--- src/rtl/rega_controlador_if.sv ---
// rtl/rega_controlador_if.sv - raw sensor inputs and display/plant outputs of rega_controlador
interface rega_controlador_if;
    logic H_in;
    logic M_in;
    logic L_in;
    logic Solo_in;
    logic Temp_in;
    logic H;
    logic M;
    logic L;
    logic Bs;
    logic Vs;
    logic Sd;
    logic Ve;
    logic Alarme;

    modport master (
        output H_in, M_in, L_in, Solo_in, Temp_in,
        input  H, M, L, Bs, Vs, Sd, Ve, Alarme
    );

    modport slave (
        input  H_in, M_in, L_in, Solo_in, Temp_in,
        output H, M, L, Bs, Vs, Sd, Ve, Alarme
    );
endinterface

--- src/rtl/rega_controlador.sv ---
// rtl/rega_controlador.sv - irrigation controller: sensor conditioning, run FSM, fill valve
// Optional debouncers selected by REGA_DEBOUNCE_EN; without it the filtered flags are the synchronizer outputs.
module rega_controlador #(
    parameter int DEB_CYCLES   = 4,
    parameter int MIN_ON       = 8,
    parameter int PAUSE_CYCLES = 4,
    parameter int CNT_W        = 8
) (
    input  logic              clk,
    input  logic              rst_n,
    rega_controlador_if.slave io_bus
);
    localparam int CH_H    = 4;
    localparam int CH_M    = 3;
    localparam int CH_L    = 2;
    localparam int CH_SOLO = 1;
    localparam int CH_TEMP = 0;
    localparam int RUN_MAX = (MIN_ON > PAUSE_CYCLES) ? MIN_ON : PAUSE_CYCLES;
    localparam int CNT_NEED = (DEB_CYCLES > RUN_MAX) ? DEB_CYCLES : RUN_MAX;

    if ((CNT_NEED >> CNT_W) != 0) begin : g_cnt_w_too_narrow
        $error("CNT_W cannot hold the largest cycle count");
    end

    typedef enum logic [2:0] {S_IDLE, S_ASP, S_GOT, S_PAUSE, S_FAULT} state_t;

    logic [4:0] w_raw;
    logic [4:0] r_sync1;
    logic [4:0] r_sync2;
    logic [4:0] w_filt;

    assign w_raw = {io_bus.H_in, io_bus.M_in, io_bus.L_in, io_bus.Solo_in, io_bus.Temp_in};

    always_ff @(posedge clk) begin
        if (!rst_n) begin
            r_sync1 <= '0;
            r_sync2 <= '0;
        end else begin
            r_sync1 <= w_raw;
            r_sync2 <= r_sync1;
        end
    end

`ifdef REGA_DEBOUNCE_EN
    logic [4:0]       r_filt;
    logic [CNT_W-1:0] r_deb_cnt [5];

    // A channel flips only after DEB_CYCLES consecutive disagreeing samples.
    always_ff @(posedge clk) begin
        for (int i = 0; i < 5; i++) begin
            if (!rst_n) begin
                r_filt[i]    <= 1'b0;
                r_deb_cnt[i] <= '0;
            end else if (r_sync2[i] == r_filt[i]) begin
                r_deb_cnt[i] <= '0;
            end else if (r_deb_cnt[i] == CNT_W'(DEB_CYCLES - 1)) begin
                r_filt[i]    <= r_sync2[i];
                r_deb_cnt[i] <= '0;
            end else begin
                r_deb_cnt[i] <= r_deb_cnt[i] + 1'b1;
            end
        end
    end

    assign w_filt = r_filt;
`else
    assign w_filt = r_sync2;
`endif

    logic w_h, w_m, w_l, w_solo, w_temp;
    logic w_invalid, w_run_done, w_pause_done;
    state_t r_state, w_next;
    logic [CNT_W-1:0] r_cnt;

    assign w_h          = w_filt[CH_H];
    assign w_m          = w_filt[CH_M];
    assign w_l          = w_filt[CH_L];
    assign w_solo       = w_filt[CH_SOLO];
    assign w_temp       = w_filt[CH_TEMP];
    assign w_invalid    = (w_h & ~w_m) | (w_m & ~w_l);
    assign w_run_done   = ~w_solo & (r_cnt >= CNT_W'(MIN_ON - 1));
    assign w_pause_done = (r_cnt == CNT_W'(PAUSE_CYCLES - 1));

    // Priority inside each state: fault, then water cutoff, then soil-wet exit.
    always_comb begin
        w_next = r_state;
        case (r_state)
            S_IDLE: begin
                if (w_invalid)                    w_next = S_FAULT;
                else if (w_solo & w_temp & w_m)   w_next = S_ASP;
                else if (w_solo & ~w_temp & w_l)  w_next = S_GOT;
            end
            S_ASP: begin
                if (w_invalid)                    w_next = S_FAULT;
                else if (~w_m)                    w_next = S_PAUSE;
                else if (w_run_done)              w_next = S_PAUSE;
            end
            S_GOT: begin
                if (w_invalid)                    w_next = S_FAULT;
                else if (~w_l)                    w_next = S_PAUSE;
                else if (w_run_done)              w_next = S_PAUSE;
            end
            S_PAUSE: begin
                if (w_invalid)                    w_next = S_FAULT;
                else if (w_pause_done)            w_next = S_IDLE;
            end
            S_FAULT: begin
                if (~w_invalid)                   w_next = S_PAUSE;
            end
            default:                              w_next = S_IDLE;
        endcase
    end

    always_ff @(posedge clk) begin
        if (!rst_n) begin
            r_state <= S_IDLE;
            r_cnt   <= '0;
        end else begin
            r_state <= w_next;
            if (w_next != r_state)  r_cnt <= '0;
            else if (r_cnt != '1)   r_cnt <= r_cnt + 1'b1;
        end
    end

    logic r_bs, r_vs, r_sd, r_alarme, r_ve;

    always_ff @(posedge clk) begin
        if (!rst_n) begin
            r_bs     <= 1'b0;
            r_vs     <= 1'b0;
            r_sd     <= 1'b0;
            r_alarme <= 1'b0;
            r_ve     <= 1'b0;
        end else begin
            r_bs     <= (w_next == S_ASP);
            r_vs     <= (w_next == S_GOT);
            r_sd     <= (w_next == S_ASP) || (w_next == S_GOT);
            r_alarme <= (w_next == S_FAULT);
            if (w_next == S_FAULT) r_ve <= 1'b0;
            else if (~w_l)         r_ve <= 1'b1;
            else if (w_h)          r_ve <= 1'b0;
        end
    end

    assign io_bus.H      = w_h;
    assign io_bus.M      = w_m;
    assign io_bus.L      = w_l;
    assign io_bus.Bs     = r_bs;
    assign io_bus.Vs     = r_vs;
    assign io_bus.Sd     = r_sd;
    assign io_bus.Ve     = r_ve;
    assign io_bus.Alarme = r_alarme;
endmodule

--- src/flat_wrapper.sv ---
// flat-port wrapper written by rule: the top's interface ports become plain ports
module rega_controlador_flat 
#(
    parameter int DEB_CYCLES   = 4,
    parameter int MIN_ON       = 8,
    parameter int PAUSE_CYCLES = 4,
    parameter int CNT_W        = 8
)
  (clk, rst_n, io_bus_H_in, io_bus_M_in, io_bus_L_in, io_bus_Solo_in, io_bus_Temp_in, io_bus_H, io_bus_M, io_bus_L, io_bus_Bs, io_bus_Vs, io_bus_Sd, io_bus_Ve, io_bus_Alarme);
  rega_controlador_if io_bus_i ();
  input  logic clk;
  input  logic rst_n;
  input wire logic [$bits(io_bus_i.H_in)-1:0] io_bus_H_in;
  input wire logic [$bits(io_bus_i.M_in)-1:0] io_bus_M_in;
  input wire logic [$bits(io_bus_i.L_in)-1:0] io_bus_L_in;
  input wire logic [$bits(io_bus_i.Solo_in)-1:0] io_bus_Solo_in;
  input wire logic [$bits(io_bus_i.Temp_in)-1:0] io_bus_Temp_in;
  output wire logic [$bits(io_bus_i.H)-1:0] io_bus_H;
  output wire logic [$bits(io_bus_i.M)-1:0] io_bus_M;
  output wire logic [$bits(io_bus_i.L)-1:0] io_bus_L;
  output wire logic [$bits(io_bus_i.Bs)-1:0] io_bus_Bs;
  output wire logic [$bits(io_bus_i.Vs)-1:0] io_bus_Vs;
  output wire logic [$bits(io_bus_i.Sd)-1:0] io_bus_Sd;
  output wire logic [$bits(io_bus_i.Ve)-1:0] io_bus_Ve;
  output wire logic [$bits(io_bus_i.Alarme)-1:0] io_bus_Alarme;
  assign io_bus_i.H_in = io_bus_H_in;
  assign io_bus_i.M_in = io_bus_M_in;
  assign io_bus_i.L_in = io_bus_L_in;
  assign io_bus_i.Solo_in = io_bus_Solo_in;
  assign io_bus_i.Temp_in = io_bus_Temp_in;
  assign io_bus_H = io_bus_i.H;
  assign io_bus_M = io_bus_i.M;
  assign io_bus_L = io_bus_i.L;
  assign io_bus_Bs = io_bus_i.Bs;
  assign io_bus_Vs = io_bus_i.Vs;
  assign io_bus_Sd = io_bus_i.Sd;
  assign io_bus_Ve = io_bus_i.Ve;
  assign io_bus_Alarme = io_bus_i.Alarme;
  rega_controlador #(.DEB_CYCLES(DEB_CYCLES), .MIN_ON(MIN_ON), .PAUSE_CYCLES(PAUSE_CYCLES), .CNT_W(CNT_W)) u_core (.clk(clk), .rst_n(rst_n), .io_bus(io_bus_i));
endmodule
--- config.mk ---
export PLATFORM = sky130hd
export DESIGN_NAME = rega_controlador_flat
export DESIGN_NICKNAME = d
export VERILOG_FILES = /design/src/rtl/rega_controlador_if.sv /design/src/rtl/rega_controlador.sv /design/src/flat_wrapper.sv
export SDC_FILE = /design/constraint.sdc
export NUM_CORES = 1
export LEC_CHECK = 0
export BUFFER_PORTS_ARGS = -buffer_cell sky130_fd_sc_hd__buf_4
export CORE_ASPECT_RATIO = 0.6
export CORE_MARGIN = 2
export CORE_UTILIZATION = 55
export DETAILED_ROUTE_END_ITERATION = 8
export PLACE_DENSITY = 0.84
export SLEW_MARGIN = 0
export SYNTH_ARGS = -nofsm -noshare
export SYNTH_HDL_FRONTEND = slang
export SYNTH_SLANG_ARGS = --single-unit
--- constraint.sdc ---
create_clock -name clk -period 2.12 [get_ports clk]
set_clock_uncertainty 0.1 [all_clocks]
set_input_delay 0.424 -clock clk [delete_from_list [all_inputs] [get_ports clk]]
set_output_delay 0.424 -clock clk [all_outputs]
set_load 0.03 [all_outputs]
==> results_dict.tcl, run 1 <==
set metrics [dict create \
    status "finished, final reports clean" \
    fmax_ghz 0.474 \
    multi_input_area_um2 674 \
    critPathKind "reg2reg" \
    drive_gt1_share_pct 30.6 \
    syn_inst 125 \
    cts_tree "done" \
    arrival_ns 2.26 \
    tightestPinTransition_ns 0.531 \
    ys_types 42 \
    htree_levels 1 \
    power.density_mw_per_mm2 748 \
    cp-startpoint "u_core.r_cnt[0]" \
    drt_iter0_drc 90 \
    yosys_warnings 0 \
    die-area_mm2 0.00258 \
    layout_setup_ws_ns 0.0109 \
    period_needed_ns 2.11 \
    synth.avg_cell_area_um2 9.57 \
    synth_nets 133 \
    synth_ff_type "dfxtp_1" \
    boundaryPins 15 \
    r2r_slack_ns 0.01 \
    async_flop_share_pct 0 \
    dp_slack_ns 0.00116 \
    finish.net_count 156 \
    ys_seq_elements 26 \
    hold_path.class "in2reg" \
    grt.overflow.total 0 \
    start_util_pct 56.6 \
    holdWs_ns 0.197 \
    seq_area_um2 532 \
    antenna_found_initial 0 \
    grt_use_total_pct 21.5 \
    worstRegToRegCells 8 \
    clk_latency_ns 0.32 \
    cts.clk_slew.worst_paths_ns 0.13 \
    crit_path_end_kind "register" \
    r2r_start "u_core.r_cnt[0]" \
    grt_pass1_wl_mm 3.96 \
    place_congestion 0.911 \
    dp_hpwl_mm 1.86 \
    cts_buffer_depth 2 \
    timing.final.crit_share_pct 99.5 \
    drtAntennaViolNets 0 \
    drt-total-wl_mm 2.76 \
    wire_per_inst_um 15.6 \
    cts-root-buf "clkbuf_4" \
    area_growth_pct 24.1 \
    maxCapViolCount 0 \
    row_count 13 \
    synthesis.area_mm2 0.00120 \
    drc_errors 0 \
    p_leak_nw 0.609 \
    io_buffers 14 \
    reg2reg_to "u_core.r_cnt[1]" \
    slew_headroom_pct 64.1 \
    fillCellCount 160 \
    cts_buffers 3 \
    vias 1048 \
    seq_area_frac_synth_pct 43.5 \
    antennaDiodeCount 0 \
    crit_fanout 7 \
    setup_viol 0 \
    dieHeight_um 40.1 \
    drt-pass1-iter-count 4 \
    viasPerCell 5.92 \
    cp-endpoint "u_core.r_cnt[1]" \
    maxSlewViolCount 0 \
    setup.worst_path.start_class "register" \
    core_area_mm2 0.00211 \
    die_width_um 64.2 \
    grt_pass1_vias 831 \
    max-vdd-ir-drop_uv 546 \
    required_ns 2.27 \
    clock_sinks 26 \
    hold_viol 0 \
    synth_edf_count 0 \
    grt_max_degree 16 \
]
-- cells in the mapped netlist (2+ instances only) --
cell      count  area [µm²]
dfxtp_1      26         521
and2_1       11        68.8
nand2_1      10        37.5
nor2_1        8        30.0
and3_1        5        31.3
nand3_1       5        25.0
a21oi_1       4        20.0
nor3_2        4        40.0
a21boi_0      3        22.5
a31oi_1       3        18.8
buf_4         3        22.5
inv_1         3        11.3
nand2b_1      3        18.8
nor4b_1       3        26.3
a2111o_1      2        22.5
a211oi_1      2        15.0
a211oi_2      2        25.0
and4_1        2        17.5
nand4_1       2        12.5
xnor2_1       2        17.5
-- power breakdown --
group	switching [W]	internal, W	total [W]
registers	0.0000315	0.000523	0.000555
clock network	0.000142	0.000191	0.000333
logic	0.000122	0.000101	0.000223
-- cells by family (layout without fill, tap and decap cells) --
group / count (synthesis) / count (layout) / synth area share [%]
XOR/XNOR: 3 / 3 / 2.20
adder cells (fa/ha/maj): 1 / 1 / 1.05
flip-flops: 26 / 26 / 43.5
AO/OA/AOI/OAI: 26 / 26 / 17.4
multiplexers: 1 / 1 / 0.837
AND/OR/NAND/NOR: 60 / 60 / 31.5
buffers and inverters: 8 / 30 / 3.56
-- routing by layer --
layer | routed length, µm | share of wire (%) | GRT usage (%)
met1 | 1240 | 45 | 27.9
met2 | 1190 | 43 | 33.1
met3 | 259 | 9.4 | 8.15
met4 | 73 | 2.6 | 8.51
met5 | 0 | 0 | 0
-- through the flow --
step / area [µm²] / TNS, ns / instances / total power [W] / util (%)
after global placement: 1350 / 0 / 169 / 0.000745 / 63.6
after detailed placement: 1350 / 0 / 169 / 0.000754 / 63.6
after global routing: 1480 / -0.141 / 177 / 0.00116 / 70.2
after floorplan: 1200 / 0 / 125 / 0.000692 / -
after CTS: 1420 / 0 / 175 / 0.00109 / 67.0
final: 1480 / 0 / 177 / 0.00111 / 70.2
-- placed cells by master, fill, tap and decap left out, types with 2 or more instances in the layout --
cell	n
xnor2_1	2
buf_4	22
a21oi_1	4
dfxtp_2	3
a21boi_0	3
and2_1	11
nand3_1	5
nand2_1	10
nor2_1	8
nor3_2	2
clkbuf_4	3
a31oi_1	3
a211oi_2	3
dfxtp_4	2
nand2b_1	3
nor4b_1	3
nor3_4	2
and4_1	2
and3_1	4
inv_1	3
dfxtp_1	21
nand4_1	2
a2111o_1	2
-- how the worst min path moves through the flow --
stage	to	cells after the start	slack [ns]	startpoint
2_1_floorplan	u_core.r_sync2[0]	1	0.31	u_core.r_sync1[0]
5_1_grt	u_core.r_sync1[2]	2	0.18	io_bus_L_in
4_1_cts	u_core.r_sync1[2]	2	0.19	io_bus_L_in
3_3_place_gp	u_core.r_sync2[2]	1	0.31	u_core.r_sync1[2]
3_5_place_dp	u_core.r_sync2[2]	1	0.32	u_core.r_sync1[2]
6_report	u_core.r_sync1[2]	2	0.20	io_bus_L_in
-- cell type report --
type / count / area share (%)
Clock buffer: 3 / 1.52
Clock inverter: 1 / 2.02
Inverter: 3 / 0.759
Multi-Input combinational cell: 91 / 45.4
Sequential cell: 26 / 35.8
Tap cell: 30 / 2.53
Timing Repair Buffer: 23 / 11.9
-- sequential cells by signal (all words and copies together) (netlist names) --
register / flops
u_core.io_bus.Bs: 1
u_core.r_sync1: 5
u_core.io_bus.Alarme: 1
u_core.io_bus.Ve: 1
u_core.r_state: 3
u_core.r_sync2: 5
u_core.r_cnt: 8
u_core.io_bus.Sd: 1
u_core.io_bus.Vs: 1
-- critical path: stages (launching register included) --
cell	delay, ns
dfxtp_2	0.36
ha_2	0.19
a211oi_2	0.22
a2111o_1	0.21
buf_4	0.15
a31oi_1	0.10
a2111o_1	0.36
buf_6	0.17
a21oi_1	0.16
-- what timing repair did --
action / 4_1_cts / 5_1_grt
hold buffers: 0 / 0
endpoints found under the setup margin: 3 / 10
resized for setup: 1 / 14
hold endpoints to repair: 0 / 0
pin swaps: 3 / 7
setup buffers: 2 / 2
(Power assumes the default switching activity.)
==> run 2: changes to the inputs <==
--- a/config.mk
+++ b/config.mk
@@ -10,7 +10,7 @@
 export CORE_MARGIN = 2
 export CORE_UTILIZATION = 55
 export DETAILED_ROUTE_END_ITERATION = 8
-export PLACE_DENSITY = 0.84
+export PLACE_DENSITY = 0.76
 export SLEW_MARGIN = 0
 export SYNTH_ARGS = -nofsm -noshare
 export SYNTH_HDL_FRONTEND = slang
==> results_dict.tcl, run 2 (synthesis results as in run 1) <==
set metrics [dict create \
    status "finished, final reports clean" \
    place_congestion 0.857 \
    die_width_um 64.2 \
    hold_path.class "in2reg" \
    p_sw_share_pct 28.6 \
    fmax_ghz 0.501 \
    vias 1034 \
    htree_levels 1 \
    drt-pass1-iter-count 4 \
    p_leak_nw 0.587 \
    r2r_start "u_core.r_cnt[0]" \
    start_util_pct 56.6 \
    max-vdd-ir-drop_uv 443 \
    period_needed_ns 1.99 \
    tightestPinTransition_ns 0.486 \
    regMostFlops "u_core.r_cnt" \
    cts_buffers 3 \
    critPathMaxStageDelay_ns 0.43 \
    dp_slack_ns -0.0185 \
    setup_viol 0 \
    clk_latency_ns 0.32 \
    wire_per_inst_um 14.4 \
    die-area_mm2 0.00258 \
    cts.clk_slew.worst_paths_ns 0.14 \
    finish.net_count 153 \
    clock_sinks 26 \
    setup.worst_path.start_class "register" \
    reg.largest.list "u_core.r_cnt (8), u_core.r_sync1 (5), u_core.r_sync2 (5)" \
    final_cells 174 \
    crit_chain "ha_4 -> a211oi_2 -> a2111o_1 -> buf_4 -> a41oi_2 -> o2111a_1 -> o2bb2ai_1" \
    seqPwrFrac_pct 55.5 \
    largest_reg_flops 8 \
    boundaryPins 15 \
    grt_max_degree 16 \
    place_inst 167 \
    fillCellCount 163 \
    core_area_mm2 0.00211 \
    arrival_ns 2.16 \
    cts_tree "done" \
    viasPerCell 5.94 \
    cts_buffer_depth 2 \
    drt_iter0_drc 76 \
    cts-root-buf "clkbuf_4" \
    worst_path_max_delay_cell "a2111o_1" \
    grt.overflow.total 0 \
    drc_errors 0 \
    worstRegToRegCells 7 \
    comb_power_share_pct 19.9 \
    power.density_mw_per_mm2 711 \
    timing.final.crit_share_pct 94.1 \
    drtAntennaViolNets 0 \
    critPathKind "reg2reg" \
    grt_pass1_vias 833 \
    hold_viol 0 \
    mostFrequentLayoutCell "dfxtp_1" \
    maxCapViolCount 0 \
    crit_fanout 6 \
    drt-total-wl_mm 2.51 \
    r2r_slack_ns 0.13 \
    antenna_found_initial 0 \
    p_sw_w 0.000291 \
    p_int_w 0.000725 \
    io_buffers 14 \
    grt_pass1_wl_mm 4.10 \
    antennaDiodeCount 0 \
    dp_hpwl_mm 1.80 \
    reg2reg_to "u_core.io_bus.Sd" \
    min_to "u_core.r_sync1[0]" \
    grt_use_total_pct 21.6 \
    row_count 13 \
    min_delay_path_depth 2 \
    area_growth_pct 19.5 \
    required_ns 2.28 \
    slew_headroom_pct 66.8 \
    dieHeight_um 40.1 \
    ctsHoldBuffers 0 \
    cp_num_buf_inv 1 \
    critPathTopFamily "compound AO/OA/AOI/OAI gates" \
    hold_start "io_bus_Temp_in" \
    maxSlewViolCount 0 \
    drive_gt1_share_pct 28.5 \
    clockPowerShare_pct 24.6 \
    crit_path_end_kind "register" \
    final_cell_mix "21 x dfxtp_1, 20 x buf_4, 11 x and2_1" \
    layout_setup_ws_ns 0.125 \
]
run 2: layer usage:
layer  GRT usage [%]  share of wire [%]  routed length (µm)  up-vias
met3            7.02                8.2                 206        3
li1                -                  -                   -      499
met4            3.72               0.40                  10        0
met2            32.8                 44                1110       56
met1            30.7                 47                1180      476
met5               0                  0                   0        -
run 2: power by group through the flow:
stage,Clock [W],Combinational (W),Sequential [W]
3_5_place_dp,0,0.000185,0.000565
5_1_grt,0.000279,0.000224,0.000568
2_1_floorplan,0,0.000115,0.000577
3_3_place_gp,0,0.000180,0.000562
6_report,0.000250,0.000202,0.000563
4_1_cts,0.000259,0.000187,0.000556
run 2: through the flow:
step	hold slack [ns]	instance area, µm²	TNS [ns]	total power (W)	util (%)
after floorplan	0.312	1200	0	0.000692	-
after global placement	0.314	1330	0	0.000742	62.9
after detailed placement	0.323	1330	-0.0312	0.000750	62.9
after CTS	0.183	1380	0	0.00100	65.4
after global routing	0.168	1430	-0.0133	0.00107	67.6
final	0.192	1430	0	0.00102	67.6
run 2: how the worst max path moves through the flow:
stage | from | to | slack (ns) | cells after the start
4_1_cts | u_core.r_cnt[1] | u_core.io_bus.Sd | 0.002 | 7
3_5_place_dp | u_core.r_state[0] | u_core.r_cnt[2] | -0.02 | 5
6_report | u_core.r_cnt[0] | u_core.io_bus.Sd | 0.13 | 7
2_1_floorplan | u_core.r_cnt[0] | u_core.r_cnt[2] | 0.19 | 6
5_1_grt | u_core.r_cnt[0] | u_core.r_cnt[6] | -0.01 | 7
3_3_place_gp | u_core.r_cnt[0] | u_core.r_cnt[2] | 0.1 | 6
run 2: what timing repair did:
action / in CTS / in global routing
resized for setup: 4 / 6
pin swaps: 3 / 1
setup buffers: 1 / 2
setup endpoints to repair: 8 / 12
run 2: final cells by class:
cell class	instances	area [µm²]	area share, %
clock buffer	4	36.3	2.54
inverter	3	11.3	0.788
multi-input combinational	91	667	46.7
sequential	26	527	36.9
tap	30	37.5	2.63
timing repair buffer	20	150	10.5
